===== src/rtl/neuron_accumulator.sv =====
// Neuron accumulator: sums a stream of signed 16-bit product terms onto a bias
// with per-add saturation, then presents an optionally ReLU'd result.
module neuron_accumulator #(
    parameter int RELU_EN = 1
) (
    input  logic        clk,
    input  logic        rst,
    input  logic [15:0] bias,
    input  logic        in_valid,
    output logic        in_ready,
    input  logic [15:0] in_data,
    input  logic        in_last,
    output logic        out_valid,
    input  logic        out_ready,
    output logic [15:0] out_data,
    output logic        out_sat
);

    typedef enum logic [1:0] {
        IDLE,
        ACC,
        OUT
    } state_t;

    state_t      state;
    state_t      state_next;
    logic [15:0] acc;
    logic        sat_flag;
    logic [15:0] addend;
    logic [16:0] sum;
    logic [15:0] add_result;
    logic        add_clamped;
    logic        beat;

    assign in_ready  = (state != OUT);
    assign out_valid = (state == OUT);
    assign beat      = in_valid && in_ready;
    assign out_sat   = sat_flag;
    assign out_data  = ((RELU_EN != 0) && acc[15]) ? 16'h0000 : acc;

    // The first beat of a vector adds onto the bias, later beats onto acc.
    always_comb begin
        addend      = (state == IDLE) ? bias : acc;
        sum         = {addend[15], addend} + {in_data[15], in_data};
        add_result  = sum[15:0];
        add_clamped = 1'b0;
        case (sum[16:15])
            2'b01: begin
                add_result  = 16'h7FFF;
                add_clamped = 1'b1;
            end
            2'b10: begin
                add_result  = 16'h8000;
                add_clamped = 1'b1;
            end
            default: begin
                add_result  = sum[15:0];
                add_clamped = 1'b0;
            end
        endcase
    end

    always_comb begin
        state_next = state;
        case (state)
            IDLE: if (beat) state_next = in_last ? OUT : ACC;
            ACC:  if (beat && in_last) state_next = OUT;
            OUT:  if (out_ready) state_next = IDLE;
            default: state_next = IDLE;
        endcase
    end

    always_ff @(posedge clk) begin
        if (rst) begin
            state    <= IDLE;
            acc      <= 16'h0000;
            sat_flag <= 1'b0;
        end else begin
            state <= state_next;
            case (state)
                IDLE: begin
                    if (beat) begin
                        acc      <= add_result;
                        sat_flag <= add_clamped;
                    end
                end
                ACC: begin
                    if (beat) begin
                        acc      <= add_result;
                        sat_flag <= sat_flag | add_clamped;
                    end
                end
                OUT: begin
                    // Clearing here leaves IDLE with a zero result visible.
                    if (out_ready) begin
                        acc      <= 16'h0000;
                        sat_flag <= 1'b0;
                    end
                end
                default: begin
                    acc      <= 16'h0000;
                    sat_flag <= 1'b0;
                end
            endcase
        end
    end

endmodule

===== config.mk =====
export PLATFORM = sky130hd
export DESIGN_NAME = neuron_accumulator
export DESIGN_NICKNAME = d
export VERILOG_FILES = /design/src/rtl/neuron_accumulator.sv
export SDC_FILE = /design/constraint.sdc
export NUM_CORES = 1
export LEC_CHECK = 0
export BUFFER_PORTS_ARGS = -buffer_cell sky130_fd_sc_hd__buf_2
export CORE_MARGIN = 10
export CORE_UTILIZATION = 30
export CTS_BUF_LIST = sky130_fd_sc_hd__clkbuf_8 sky130_fd_sc_hd__clkbuf_16
export DETAILED_ROUTE_END_ITERATION = 6
export GPL_ROUTABILITY_DRIVEN = 0
export HOLD_SLACK_MARGIN = 0.12
export PLACE_DENSITY = 0.6
export REMOVE_ABC_BUFFERS = 1
export SKIP_CTS_REPAIR_TIMING = 1
export SYNTH_ARGS = -nofsm -noshare
export SYNTH_HDL_FRONTEND = slang
export SYNTH_SLANG_ARGS = --single-unit

===== constraint.sdc =====
create_clock -name clk -period 5 [get_ports clk]
set_input_delay 1 -clock clk [delete_from_list [all_inputs] [get_ports clk]]
set_output_delay 1 -clock clk [all_outputs]
set_load 0.005 [all_outputs]

### Yosys cells after proc, flatten, opt, wreduce, memory -nomap -nowiden

Cells that the tools add are included.

| word-level totals | value |
|---|---|
| bits in latches | 0 |
| memories | 0 |
| RAM bits | 0 |
| memory bits (read-only) | 0 |
| logic and storage cells | 39 |
| input bits | 37 |
| register bits after elaboration | 19 |

| operators by class | value |
|---|---|
| add/subtract/negate cells | 1 |
| magnitude comparators | 0 |
| shift operators | 0 |
| multiply operators | 0 |
| mux-type cells | 16 |
| bitwise operators | 1 |
| reduce and logical (&&, ||, !) cells | 8 |
| divide/modulo/power cells | 0 |
| equality and inequality tests | 10 |

Operators by type and width:

| cell | number |
|---|---|
| 16-bit case mux with 2 select lines | 2 |
| 16-bit two-way mux | 3 |
| 16-bit by 16-bit adder with 17-bit output | 1 |
| 15-bit two-way mux | 1 |
| 2-bit two-way mux | 4 |
| 2-bit != test (second input constant) | 4 |
| 2-bit case mux with 3 select lines | 1 |
| 3-bit AND reduction | 2 |
| 2-bit by 1-bit equality test with 1-bit output (second input constant) | 2 |
| 2-bit equality test (second input constant) | 2 |
| 1-bit two-way mux | 4 |
| 2-bit by 1-bit != test with 1-bit output (second input constant) | 2 |
| 2-bit OR reduction | 2 |
| 1-bit case mux with 3 select lines | 1 |
| 1-bit logical AND | 2 |
| 2-bit logical NOT | 1 |
| 2-bit AND reduction | 1 |
| 1-bit OR | 1 |

### Longest topological paths before layout

Gate-level depths: netlist of run 1.

| logic depth | value |
|---|---|
| depth after elaboration | 9 |
| mapped depth | 18 |

### Worst setup path before layout of run 1

OpenSTA, ideal clock, no wires.

| timing path | value |
|---|---|
| path type | reg-to-reg |
| start point | reg state[1] |
| end point | reg acc[15] |
| cell stages (with the launch flop) | 19 |
| library setup time | 127 ps |
| buffers on the path | 2 |
| arrival | 4196 ps |
| path slack | 677 ps |
| required time | 4873 ps |
| cells stage by stage | dfxtp_1 > nor2_1 > clkbuf_1 > mux2_2 > ha_1 > inv_1 > fa_1 > nand3b_1 > a211o_1 > a2111oi_4 > o21ai_1 > a31oi_1 > ha_1 > clkbuf_1 > inv_1 > and4_1 > a21oi_1 > nor2_1 > or3b_1 |

| on the way | value |
|---|---|
| word-level cells in the longest chain between the ends | 7 |
| elaborated cells between the ends (all ways) | 16 |
| classes of those cells | add/sub: 1; eq/ne: 7; mux: 4; reduce/logical: 4 |

Ends and longest elaborated chain:

| element | line | source |
|---|---|---|
| start, declared | 25 | `state_t state;` |
| start signal, assigned | 79 | `state <= state_next;` |
| 2-bit logical NOT | 43, 80 |  |
| 16-bit two-way mux | 43 | `addend = (state == IDLE) ? bias : acc;` |
| 16-bit by 16-bit adder with 17-bit output | 44 | `sum = {addend[15], addend} + {in_data[15], in_data};` |
| 2-bit equality test or 2-bit by 1-bit equality test with 1-bit output (tied branches) | 47 | `case (sum[16:15])` |
| 16-bit case mux with 2 select lines | 47 |  |
| 16-bit two-way mux | 82, 88 |  |
| 16-bit case mux with 2 select lines | 80 | `case (state)` |
| end signal, assigned | 83 | `acc <= add_result;` |
| end signal, assigned | 89 | `acc <= add_result;` |
| end, declared | 27 | `logic [15:0] acc;` |

Several ways; a longest one is shown, not always the timed one. The select of a mux whose other input is x is not followed.
A chain may end at the register's enable or synchronous reset.

### Worst setup path after layout of run 1

| timing path | value |
|---|---|
| start point | reg state[1] |
| end point | reg acc[12] |

The elaborated chain is that of the path after synthesis.

==> key figures, run 1 <==
Pwr
  – Leak Pwr: 0.00109 uW
  – Peak supply drop: approximately 0.14 mV
  – Power Dens Cells: approximately 380 nW/um^2
  – Final total power: 899 uW

Floorplan
  – Initial Util: between 30% and 40%
  – Total I/O pin count: 56
  – FP Rows: 29
  – Total core area: 6420 um^2
  – Die Ht: between 100 and 150 um
  – Die area: approximately 10000 um^2
  – Die width: between 100 and 150 um

Synth
  – Compound-Gate Fraction of Synth Area: 29.6%
  – Post-synthesis xor/xnor area fraction: 3.06%
  – Gate Count Post-Synth: 253
  – Simple-gate share of the synthesized area: between 20 and 25%
  – Leading area contributor after synthesis: dfxtp_1
  – Synth top area share: roughly a fifth
  – Ys Warns: 0
  – Largest family of logic cells by synthesized area: compound AO/OA/AOI/OAI gates
  – Post-synth EDFFs: 0
  – Post-Syn Area: between 2000 and 2500 um^2
  – Mux cell area share after synthesis: 9.51%
  – Netlist cell types: 57
  – Sequential share of the synthesized area: 19.0%
  – Largest cells by area after synthesis: dfxtp_1 (19%), ha_1 (12%), mux2_2 (9.0%), a21oi_1 (7.0%), nor2b_1 (5.3%)
  – FFs w/ async S/R, synth: 0%
  – Yosys reg bits: 19
  – Syn avg cell area: 7.91 um^2
  – Synth Area in Adders: 12.9%
  – Most used DFF post-synth: dfxtp_1

Final layout
  – P&R area growth vs syn: 19.1%
  – Layout Nets: between 300 and 400
  – Ratio of cells with drive above 1 in the final layout: 27.4%
  – Ant. Diodes: 0
  – Most common cell after layout, fill and taps aside: buf_2
  – Final core occ: between 30% and 40%
  – Fin area: between 2000 and 2500 um^2
  – Most frequent cells in the layout: buf_2 (54), a21oi_1 (28), ha_1 (19), dfxtp_1 (19)
  – Fillers: between 600 and 700

STA
  – Worst-Margin Slew: roughly 0.69 ns
  – Slew headroom: a little over half
  – Max-slew violation count: 0
  – Fmax: 0.235 GHz
  – Hold Violations, Final: 0
  – RSZ-0062 raised after global routing: false
  – Clock skew: 0.00681 ns
  – Final TNS setup: 0 ns
  – Fin crit share: 85.1%
  – Final Critical Period: ~4.3 ns
  – Setup violations, final: 0

Setup path
  – CP endpoint kind: flip-flop
  – Crit start category: flip-flop
  – Critical path startpoint: state[1]$_SDFFE_PP0P_
  – Worst R2R Path Depth: 16
  – FF-to-FF Start: state[1]$_SDFFE_PP0P_
  – Crit-path max FO: 16
  – Slack of the worst reg-to-reg path: 0.75 ns
  – CP required: 5.13 ns
  – Setup CP Type: flip-flop to flip-flop
  – Crit path DAT: around 4.4 ns

Drt
  – Routed len/inst: 15.7 um
  – DRC: 0
  – Iter 0 DRT Violations: 115
  – Vias: 2042
  – Vias per cell: 5.37
  – Total Routed Length: 5.98 mm
  – First-pass iteration count of the detailed router: 5
  – Post-DRT Antenna Nets: 0

Clock network
  – CTS Buffer Depth: 2
  – TritonCTS Sinks: 19
  – CTS H-Tree Depth: 1
  – Root Buffer: clkbuf_8
  – CTS tree: yes
  – Cts bufs inserted: 3
  – Clk Latency, worst-skew pair: 0.26 ns
  – Clock-pin transition on the worst setup and hold timing paths: roughly 0.070 ns

Placement
  – Placed Instance Area: 2340 um^2
  – HPWL Detailed: 4.72 mm
  – IO Port Bufs: 54

Hold path
  – Hold Startpoint: acc[0]$_SDFFE_PP0P_
  – Hold path cells: 2
  – Hold/Removal Path Class: flip-flop to flip-flop

Global routing
  – Grt ovf: 0
  – Met3 usage: around 3.9%
  – GRT Util Overall: 11.5%
  – Vias in the first global route: 2027
  – M1 GR Usage: 14.6%
  – Largest net degree at the start of global routing: 23
  – Initial antenna violation count: 0
  – GRT busiest layer: met2
  – First-pass GRT wire length: 9.85 mm
  – M2 GR Usage: 18.3%

Status
  – Outcome: finished, final reports clean

Job
  – Max cap viols: 0
## cell usage after synthesis (all sizes together) (2+ instances only)
library cell / instances
nand2: 18
inv: 8
mux2: 16
a311oi: 2
a31oi: 4
xnor2: 3
a211oi: 3
o21ai: 19
a21oi: 28
a211o: 2
dfxtp: 19
a21o: 5
nand3b: 3
and2: 2
and3: 2
nor3: 7
nor2: 18
nand3: 5
o21bai: 3
o21a: 5
buf: 5
ha: 19
nor3b: 2
o31ai: 2
a2111oi: 6
nor2b: 17
a22oi: 2
clkbuf: 5
xor2: 4
## state kept, by name, summed over array words and instances, names as in the netlist
| register | flops |
|---|---|
| state | 2 |
| acc | 16 |
| out_sat | 1 |
## metal layers
| layer | part of all wire, % | vias to the layer above |
|---|---|---|
| li1 | - | 1040 |
| met1 | 47 | 947 |
| met2 | 44 | 48 |
| met3 | 7.9 | 7 |
| met4 | 0.85 | 0 |
| met5 | 0 | - |
## critical path: stages (launching register included)
cell       delay (ns)
dfxtp_1          0.42
nor2_1           0.07
buf_4            0.21
mux2_2           0.24
ha_1             0.17
inv_1            0.06
fa_1             0.38
nand3b_1         0.21
a211o_1          0.35
a2111oi_4        0.38
o21ai_1          0.16
a31oi_1          0.19
ha_1             0.32
o21ai_1          0.59
nor2_1           0.09
mux2i_1          0.17
a21oi_1          0.08
## through the flow
step	setup WS, ns	hold slack (ns)	cells
6_report	0.747	0.470	380
3_3_place_gp	0.602	0.450	376
2_1_floorplan	0.547	0.432	243
5_1_grt	0.349	0.495	380
4_1_cts	0.761	0.473	380
3_5_place_dp	0.536	0.463	376
## cell type report
type | count | area [um^2] | area share [%]
clock buffer | 3 | 41.3 | 1.73
clock inverter | 1 | 3.75 | 0.157
inverter | 8 | 30.0 | 1.26
multi-input combinational | 216 | 1550 | 64.9
sequential | 19 | 380 | 16.0
tap | 77 | 96.3 | 4.04
timing repair buffer | 56 | 285 | 12.0
## worst paths after layout
kind / end
max: acc[12]$_SDFFE_PP0P_
min: acc[0]$_SDFFE_PP0P_
max reg2reg: acc[12]$_SDFFE_PP0P_
min reg2reg: acc[0]$_SDFFE_PP0P_
## where the power goes
part | switching (uW) | total (uW) | internal (uW)
Sequential | 43.8 | 238 | 194
Clock | 57.8 | 113 | 54.8
Combinational | 308 | 549 | 241
## cells by family (layout without fill, tap and decap cells)
family                     after synthesis  in the layout
muxes                                   17             17
AOI/OAI and AO/OA                       88             88
DFF                                     19             19
other                                    1              1
adders and majority gates               20             20
and+or+nand+nor                         83             83
buffers and inverters                   18             68
xor gates and xnor gates                 7              7
No activity file was read; power rests on OpenSTA's default activity.
==> inputs of run 2 (changes only) <==
--- a/config.mk
+++ b/config.mk
@@ -6,9 +6,8 @@
 export NUM_CORES = 1
 export LEC_CHECK = 0
 export BUFFER_PORTS_ARGS = -buffer_cell sky130_fd_sc_hd__buf_2
-export CORE_MARGIN = 10
+export CORE_ASPECT_RATIO = 1.25
 export CORE_UTILIZATION = 30
-export CTS_BUF_LIST = sky130_fd_sc_hd__clkbuf_8 sky130_fd_sc_hd__clkbuf_16
 export DETAILED_ROUTE_END_ITERATION = 6
 export GPL_ROUTABILITY_DRIVEN = 0
 export HOLD_SLACK_MARGIN = 0.12
==> run 2 against run 1 <==
- global-route usage is 5.1 points higher
- largest cell class unchanged
- highest routed layer unchanged
- largest power group unchanged
- first-iteration DRC count shrank 48%
- via count decreased by 0.39%
==> key figures, run 2 (same netlist as run 1, synthesis figures left out) <==
Pwr
  – Psw: 412 uW
  – Peak supply drop: 0.137 mV
  – Comb pwr share: roughly 60%
  – Clk pwr share: 13.0%
  – Flop pwr share: a little over a quarter
  – Switching Share: 45.4%
  – Final total power: 907 uW
  – Internal power: 495 uW
  – Power Dens Cells: 376 nW/um^2
  – Leak Pwr: 0.00110 uW

Placement
  – IO Port Bufs: between 50 and 60
  – HPWL Detailed: roughly 4.3 mm
  – Worst slack, placed: 0.518 ns

STA
  – Fmax: 0.236 GHz
  – Fin crit share: between 80% and 90%
  – Clock skew: 0.00904 ns
  – Worst-Margin Slew: 0.734 ns
  – Final Critical Period: around 4.2 ns
  – Hold Violations, Final: 0
  – Max-slew violation count: 0
  – Final setup margin: 0.765 ns
  – Slew headroom: between 50 and 60%
  – RSZ-0062 raised after global routing: false
  – Final TNS setup: 0 ns
  – Setup violations, final: 0

Final layout
  – Multi-input combinational cell area: 1550 um^2
  – Top reg by flops: acc
  – Ratio of cells with drive above 1 in the final layout: 28.2%
  – Fillers: 693
  – Max FFs per register: 16
  – Register area: between 300 and 400 um^2
  – Ant. Diodes: 0
  – Most common cell after layout, fill and taps aside: buf_2
  – P&R area growth vs syn: 20.5%
  – Layout Nets: roughly 360
  – Most frequent cells in the layout: buf_2 (54), a21oi_1 (28), ha_1 (19), dfxtp_1 (19)

Drt
  – Routed met2 length: ~2.7 mm
  – First-pass iteration count of the detailed router: 4
  – Total Routed Length: 5.56 mm
  – Vias per cell: about 5.2
  – Routed len/inst: 14.2 um
  – Vias: between 2000 and 2500
  – Metal3 WL: 236 um
  – Top Layer Used: met4
  – Iter 0 DRT Violations: 60
  – DRC: 0
  – Post-DRT Antenna Nets: 0
  – Met1 wire length: 2.56 mm

Clock network
  – Cts bufs inserted: 3
  – Clock-pin transition on the worst setup and hold timing paths: 0.09 ns
  – Root Buffer: clkbuf_8
  – CTS H-Tree Depth: 1
  – CTS tree: yes
  – CTS Buffer Depth: 2
  – TritonCTS Sinks: 19
  – Clk Latency, worst-skew pair: 0.27 ns

Hold path
  – Hold/Removal Path Class: flip-flop to flip-flop

Global routing
  – Initial antenna violation count: 0
  – Grt ovf: 0
  – Vias in the first global route: 1927
  – Largest net degree at the start of global routing: 23
  – GRT Util Overall: 16.7%
  – First-pass GRT wire length: just over 9 mm

Setup path
  – CP endpoint kind: flip-flop
  – Slowest cell on crit path: a211oi_1
  – Crit path largest cell delay: approximately 0.44 ns
  – Crit start category: flip-flop
  – Crit-path max FO: 12
  – Setup CP Type: flip-flop to flip-flop
  – Crit path DAT: 4.39 ns
  – CP required: 5.16 ns
  – Worst Path Buf+Inv: 2
  – Delay-heaviest family, CP: simple AND/OR/NAND/NOR gates
  – Sequence of cells on the critical path: nor2_1, buf_4, mux2_2, ha_1, a211oi_1, nor3_2, o21ai_0, nand2_1, xor2_1, ha_1, inv_1, and4_1, a21oi_1, nor2_1, or3b_1

Floorplan
  – Total I/O pin count: 56
  – Initial Util: 31.8%
  – Total core area: 6290 um^2
  – Die area: 7000 um^2
  – FP Rows: 32
  – Die Ht: 93.3 um
  – Die width: 75.0 um

Status
  – Outcome: finished, final reports clean

Job
  – Max cap viols: 0
[run 2: area by class of cell]
class	instances	share of cell area [%]
clock inverters	1	0.208
well taps	85	4.41
flip-flops and latches	19	15.8
inverters	8	1.25
repair buffers	58	12.5
clock buffers	3	1.71
multi-input cells	216	64.2
[run 2: worst min-delay path, cell delays in order, from the launching register on]
cell	delay [ns]
dfxtp_1	0.32
nand2_1	0.05
a21oi_1	0.05
[run 2: per-layer routing]
metal  vias to the layer above  track usage [%]
li1                       1045                -
met1                       942             20.8
met2                        45             29.6
met3                         2             2.37
met4                         0             3.62
met5                         -                0
[run 2: path summary, 6_finish.rpt]
kind                         start                    to  slack [ns]  cells after the start
max          state[1]$_SDFFE_PP0P_  acc[15]$_SDFFE_PP0P_        0.76                     15
min            acc[4]$_SDFFE_PP0P_   acc[4]$_SDFFE_PP0P_        0.46                      2
max reg2reg  state[1]$_SDFFE_PP0P_  acc[15]$_SDFFE_PP0P_        0.76                     15
min reg2reg    acc[4]$_SDFFE_PP0P_   acc[4]$_SDFFE_PP0P_        0.46                      2
[run 2: stage by stage]
step	cell area (um^2)	util [%]	hold WS [ns]	std cells
2_1_floorplan	1960	-	0.432	243
3_3_place_gp	2360	37.6	0.448	386
3_5_place_dp	2360	37.6	0.453	386
4_1_cts	2410	38.3	0.463	390
5_1_grt	2410	38.3	0.477	390
6_report	2410	38.3	0.461	390
[run 2: power by group through the flow]
stage | combinational [uW] | sequential [uW] | clock, uW
CTS | 554 | 238 | 120
global route | 622 | 243 | 122
floorplan | 391 | 224 | 0
detailed placement | 551 | 241 | 0
finish | 552 | 236 | 118
global placement | 544 | 240 | 0
==> inputs of run 3 (changes only) <==
--- a/config.mk
+++ b/config.mk
@@ -5,13 +5,14 @@
 export SDC_FILE = /design/constraint.sdc
 export NUM_CORES = 1
 export LEC_CHECK = 0
+export ABC_AREA = 1
 export BUFFER_PORTS_ARGS = -buffer_cell sky130_fd_sc_hd__buf_2
 export CORE_ASPECT_RATIO = 1.25
 export CORE_UTILIZATION = 30
 export DETAILED_ROUTE_END_ITERATION = 6
 export GPL_ROUTABILITY_DRIVEN = 0
 export HOLD_SLACK_MARGIN = 0.12
-export PLACE_DENSITY = 0.6
+export PLACE_DENSITY = 0.61
 export REMOVE_ABC_BUFFERS = 1
 export SKIP_CTS_REPAIR_TIMING = 1
 export SYNTH_ARGS = -nofsm -noshare
==> constraint.sdc (replaced) <==
create_clock -name clk -period 3.64 [get_ports clk]
set_input_delay 0.728 -clock clk [delete_from_list [all_inputs] [get_ports clk]]
set_output_delay 0.728 -clock clk [all_outputs]
set_load 0.005 [all_outputs]
==> run 3 against run 2 <==
- die area increased by 6.2%
- critical path depth grew 1
- global-route usage down 0.38 points
- largest cell class unchanged
- clock skew down 0.0044 ns
- fmax is 32% higher
- sequential share of layout area down 0.85 points
- critical path type unchanged
- area after synthesis rose by 6.3%
- sequential power grew 25%
- final cell count grew 35%
==> key figures, run 3 <==
Global routing
  – GRT Util Overall: between 10% and 20%
  – First-pass GRT wire length: 9.71 mm
  – Grt ovf: 0
  – Largest net degree at the start of global routing: 20
  – Vias in the first global route: 2227
  – Initial antenna violation count: 0

Pwr
  – Leak Pwr: 0.00148 uW
  – Comb pwr share: 61.9%
  – Peak supply drop: ~0.23 mV
  – Clk pwr share: a little over an eighth
  – Final total power: 1200 uW
  – Switching Share: 47.6%
  – Psw: between 500 and 600 uW
  – Power Dens Cells: 469 nW/um^2
  – Internal power: around 630 uW
  – Flop pwr share: between 20 and 25%

Drt
  – First-pass iteration count of the detailed router: 4
  – Vias: 2384
  – Vias per cell: 4.52
  – Iter 0 DRT Violations: 85
  – Post-DRT Antenna Nets: 0
  – Routed len/inst: 11.0 um
  – Total Routed Length: 5.79 mm
  – DRC: 0

Placement
  – Placed Instance Area: 2500 um^2
  – IO Port Bufs: 54
  – HPWL Detailed: 4.67 mm
  – Dpl cells: ~520

Floorplan
  – Initial Util: 31.8%
  – Total core area: 6690 um^2
  – Total I/O pin count: 56
  – Die area: 7430 um^2
  – Die width: just under 80 um
  – Die Ht: 96.1 um
  – FP Rows: 33

Setup path
  – FF-to-FF Start: state[1]$_SDFFE_PP0P_
  – Slowest cell on crit path: dfxtp_2
  – CP required: 3.84 ns
  – Crit-path max FO: 14
  – Crit path largest cell delay: 0.46 ns
  – Crit path DAT: about 3.4 ns
  – Worst r2r dst: acc[15]$_SDFFE_PP0P_
  – Crit start category: flip-flop
  – CP endpoint kind: flip-flop
  – Setup CP Type: flip-flop to flip-flop
  – Worst R2R Path Depth: 16
  – Sequence of cells on the critical path: nor2_4, buf_4, o21ai_0, inv_1, fa_1, o21bai_1, nand2_1, nand2_1, nand3_1, nand3_1, nand2_1, ha_1, inv_1, nor3_1, nand3_1, a21oi_1
  – Slack of the worst reg-to-reg path: 0.42 ns

Synth
  – Ys Warns: 0
  – Yosys reg bits: 19
  – Mux cell area share after synthesis: 0.529%
  – Syn avg cell area: 5.50 um^2
  – Synth Area in Adders: between 10% and 20%
  – Post-Syn Area: 2130 um^2
  – Largest cells by area after synthesis: nand2_1 (23%), dfxtp_1 (18%), inv_1 (14%), ha_1 (11%), a21oi_1 (7.8%)
  – Synth top cells by count: nand2_1 (133), inv_1 (77), a21oi_1 (33), nor2_1 (33), o21ai_0 (24)
  – Compound-Gate Fraction of Synth Area: between 10% and 20%
  – FFs w/ async S/R, synth: 0%
  – Synth top area share: 23.5%
  – Leading area contributor after synthesis: nand2_1
  – Most frequent cell after synthesis: nand2_1
  – Largest family of logic cells by synthesized area: simple AND/OR/NAND/NOR gates
  – Netlist cell types: 28
  – Post-synthesis xor/xnor area fraction: less than 1%
  – Post-synth EDFFs: 0
  – Sequential share of the synthesized area: 17.9%
  – Simple-gate share of the synthesized area: 37.0%
  – Most used DFF post-synth: dfxtp_1
  – Gate Count Post-Synth: 387

Final layout
  – Post-Layout Cell Count: 527
  – Register area: 382 um^2
  – Top reg by flops: acc
  – Final core occ: about two fifths
  – Layout Nets: 498
  – Most frequent cells in the layout: nand2_1 (133), inv_1 (77), buf_2 (54), a21oi_1 (32), nor2_1 (32)
  – Fillers: 818
  – Ratio of cells with drive above 1 in the final layout: 16.8%
  – Multi-input combinational cell area: about 1400 um^2
  – P&R area growth vs syn: 20.2%
  – Fin area: 2560 um^2
  – Ant. Diodes: 0
  – Most common cell after layout, fill and taps aside: nand2_1
  – Max FFs per register: 16

Clock network
  – Cts bufs inserted: 3
  – CTS Buffer Depth: 2
  – CTS tree: yes
  – Root Buffer: clkbuf_8
  – Clock-pin transition on the worst setup and hold timing paths: 0.09 ns
  – TritonCTS Sinks: 19
  – Clk Latency, worst-skew pair: 0.27 ns
  – CTS H-Tree Depth: 1

STA
  – Max-slew violation count: 0
  – RSZ-0062 raised after global routing: false
  – Final Critical Period: approximately 3.2 ns
  – Final TNS setup: 0 ns
  – Fmax: 0.311 GHz
  – Setup violations, final: 0
  – Clock skew: ~0.0046 ns
  – Fin crit share: 88.4%
  – Slew headroom: 61.7%
  – Worst-Margin Slew: 0.573 ns
  – Hold Violations, Final: 0

Hold path
  – Hold/Removal Path Class: flip-flop to flip-flop
  – Hold path cells: 2
  – Hold Startpoint: acc[9]$_SDFFE_PP0P_
  – Hold path endpoint: acc[9]$_SDFFE_PP0P_

Status
  – Outcome: finished, final reports clean

Job
  – Max cap viols: 0
==> run 3: cell types whose count changed in the layout (fill, tap and decap cells not counted), sizes merged, moves of 15 or more <==
cell / delta
nand2: +116
inv: +70
nor2: +17
nor2b: -17
mux2: -15
nand3: +15
==> run 3: layer usage <==
metal | wire [um] | track usage [%]
met1 | 2660 | 20.0
met5 | 0 | 0
met3 | 250 | 2.37
met2 | 2790 | 29.4
met4 | 82 | 4.56
==> run 3: logic make-up (layout without fill, tap and decap cells) <==
group           count (synthesis)  in the layout
other cells                     1              1
fa+ha+maj                      20             20
mux                             1              1
buf+inv                        89            142
simple gates                  195            195
xor+xnor                        1              1
flops                          19             19
compound gates                 61             61
==> run 3: metrics by stage <==
stage | setup WS, ns | hold WS, ns
global route | 0.0357 | 0.485
floorplan | -0.0657 | 0.439
CTS | 0.135 | 0.472
global placement | 0.214 | 0.452
finish | 0.424 | 0.468
detailed placement | 0.152 | 0.458
==> run 3: cell type report <==
| class | instances | area share (%) |
|---|---|---|
| Clock inverter | 1 | 0.196 |
| Multi-Input combinational cell | 279 | 55.2 |
| Timing Repair Buffer | 60 | 12.3 |
| Tap cell | 87 | 4.26 |
| Clock buffer | 3 | 1.62 |
| Inverter | 78 | 11.5 |
| Sequential cell | 19 | 14.9 |
==> run 3: how the worst max path moves through the flow <==
| stage | start | end | cells past startpoint |
|---|---|---|---|
| 2_1_floorplan | state[1]$_SDFFE_PP0P_ | acc[15]$_SDFFE_PP0P_ | 17 |
| 3_3_place_gp | state[1]$_SDFFE_PP0P_ | acc[15]$_SDFFE_PP0P_ | 19 |
| 3_5_place_dp | state[1]$_SDFFE_PP0P_ | acc[15]$_SDFFE_PP0P_ | 18 |
| 4_1_cts | state[1]$_SDFFE_PP0P_ | acc[15]$_SDFFE_PP0P_ | 18 |
| 5_1_grt | state[0]$_SDFFE_PP0P_ | acc[7]$_SDFFE_PP0P_ | 19 |
| 6_report | state[1]$_SDFFE_PP0P_ | acc[15]$_SDFFE_PP0P_ | 16 |
==> run 3: worst max-delay path, delay by kind of cell (launching register included) <==
kind                       cells  cell delay, ns
AOI/OAI and AO/OA              3            0.57
DFF                            1            0.46
buffers and inverters          3            0.45
and+or+nand+nor                8            0.84
adders and majority gates      2            0.84
==> run 3: power groups by stage <==
| stage | Clock (uW) | Combinational [uW] | Sequential (uW) |
|---|---|---|---|
| final | 163 | 743 | 294 |
| after global routing | 175 | 863 | 303 |
| after CTS | 166 | 747 | 294 |
| after detailed placement | 0 | 742 | 299 |
| after global placement | 0 | 738 | 298 |
| after floorplan | 0 | 501 | 301 |
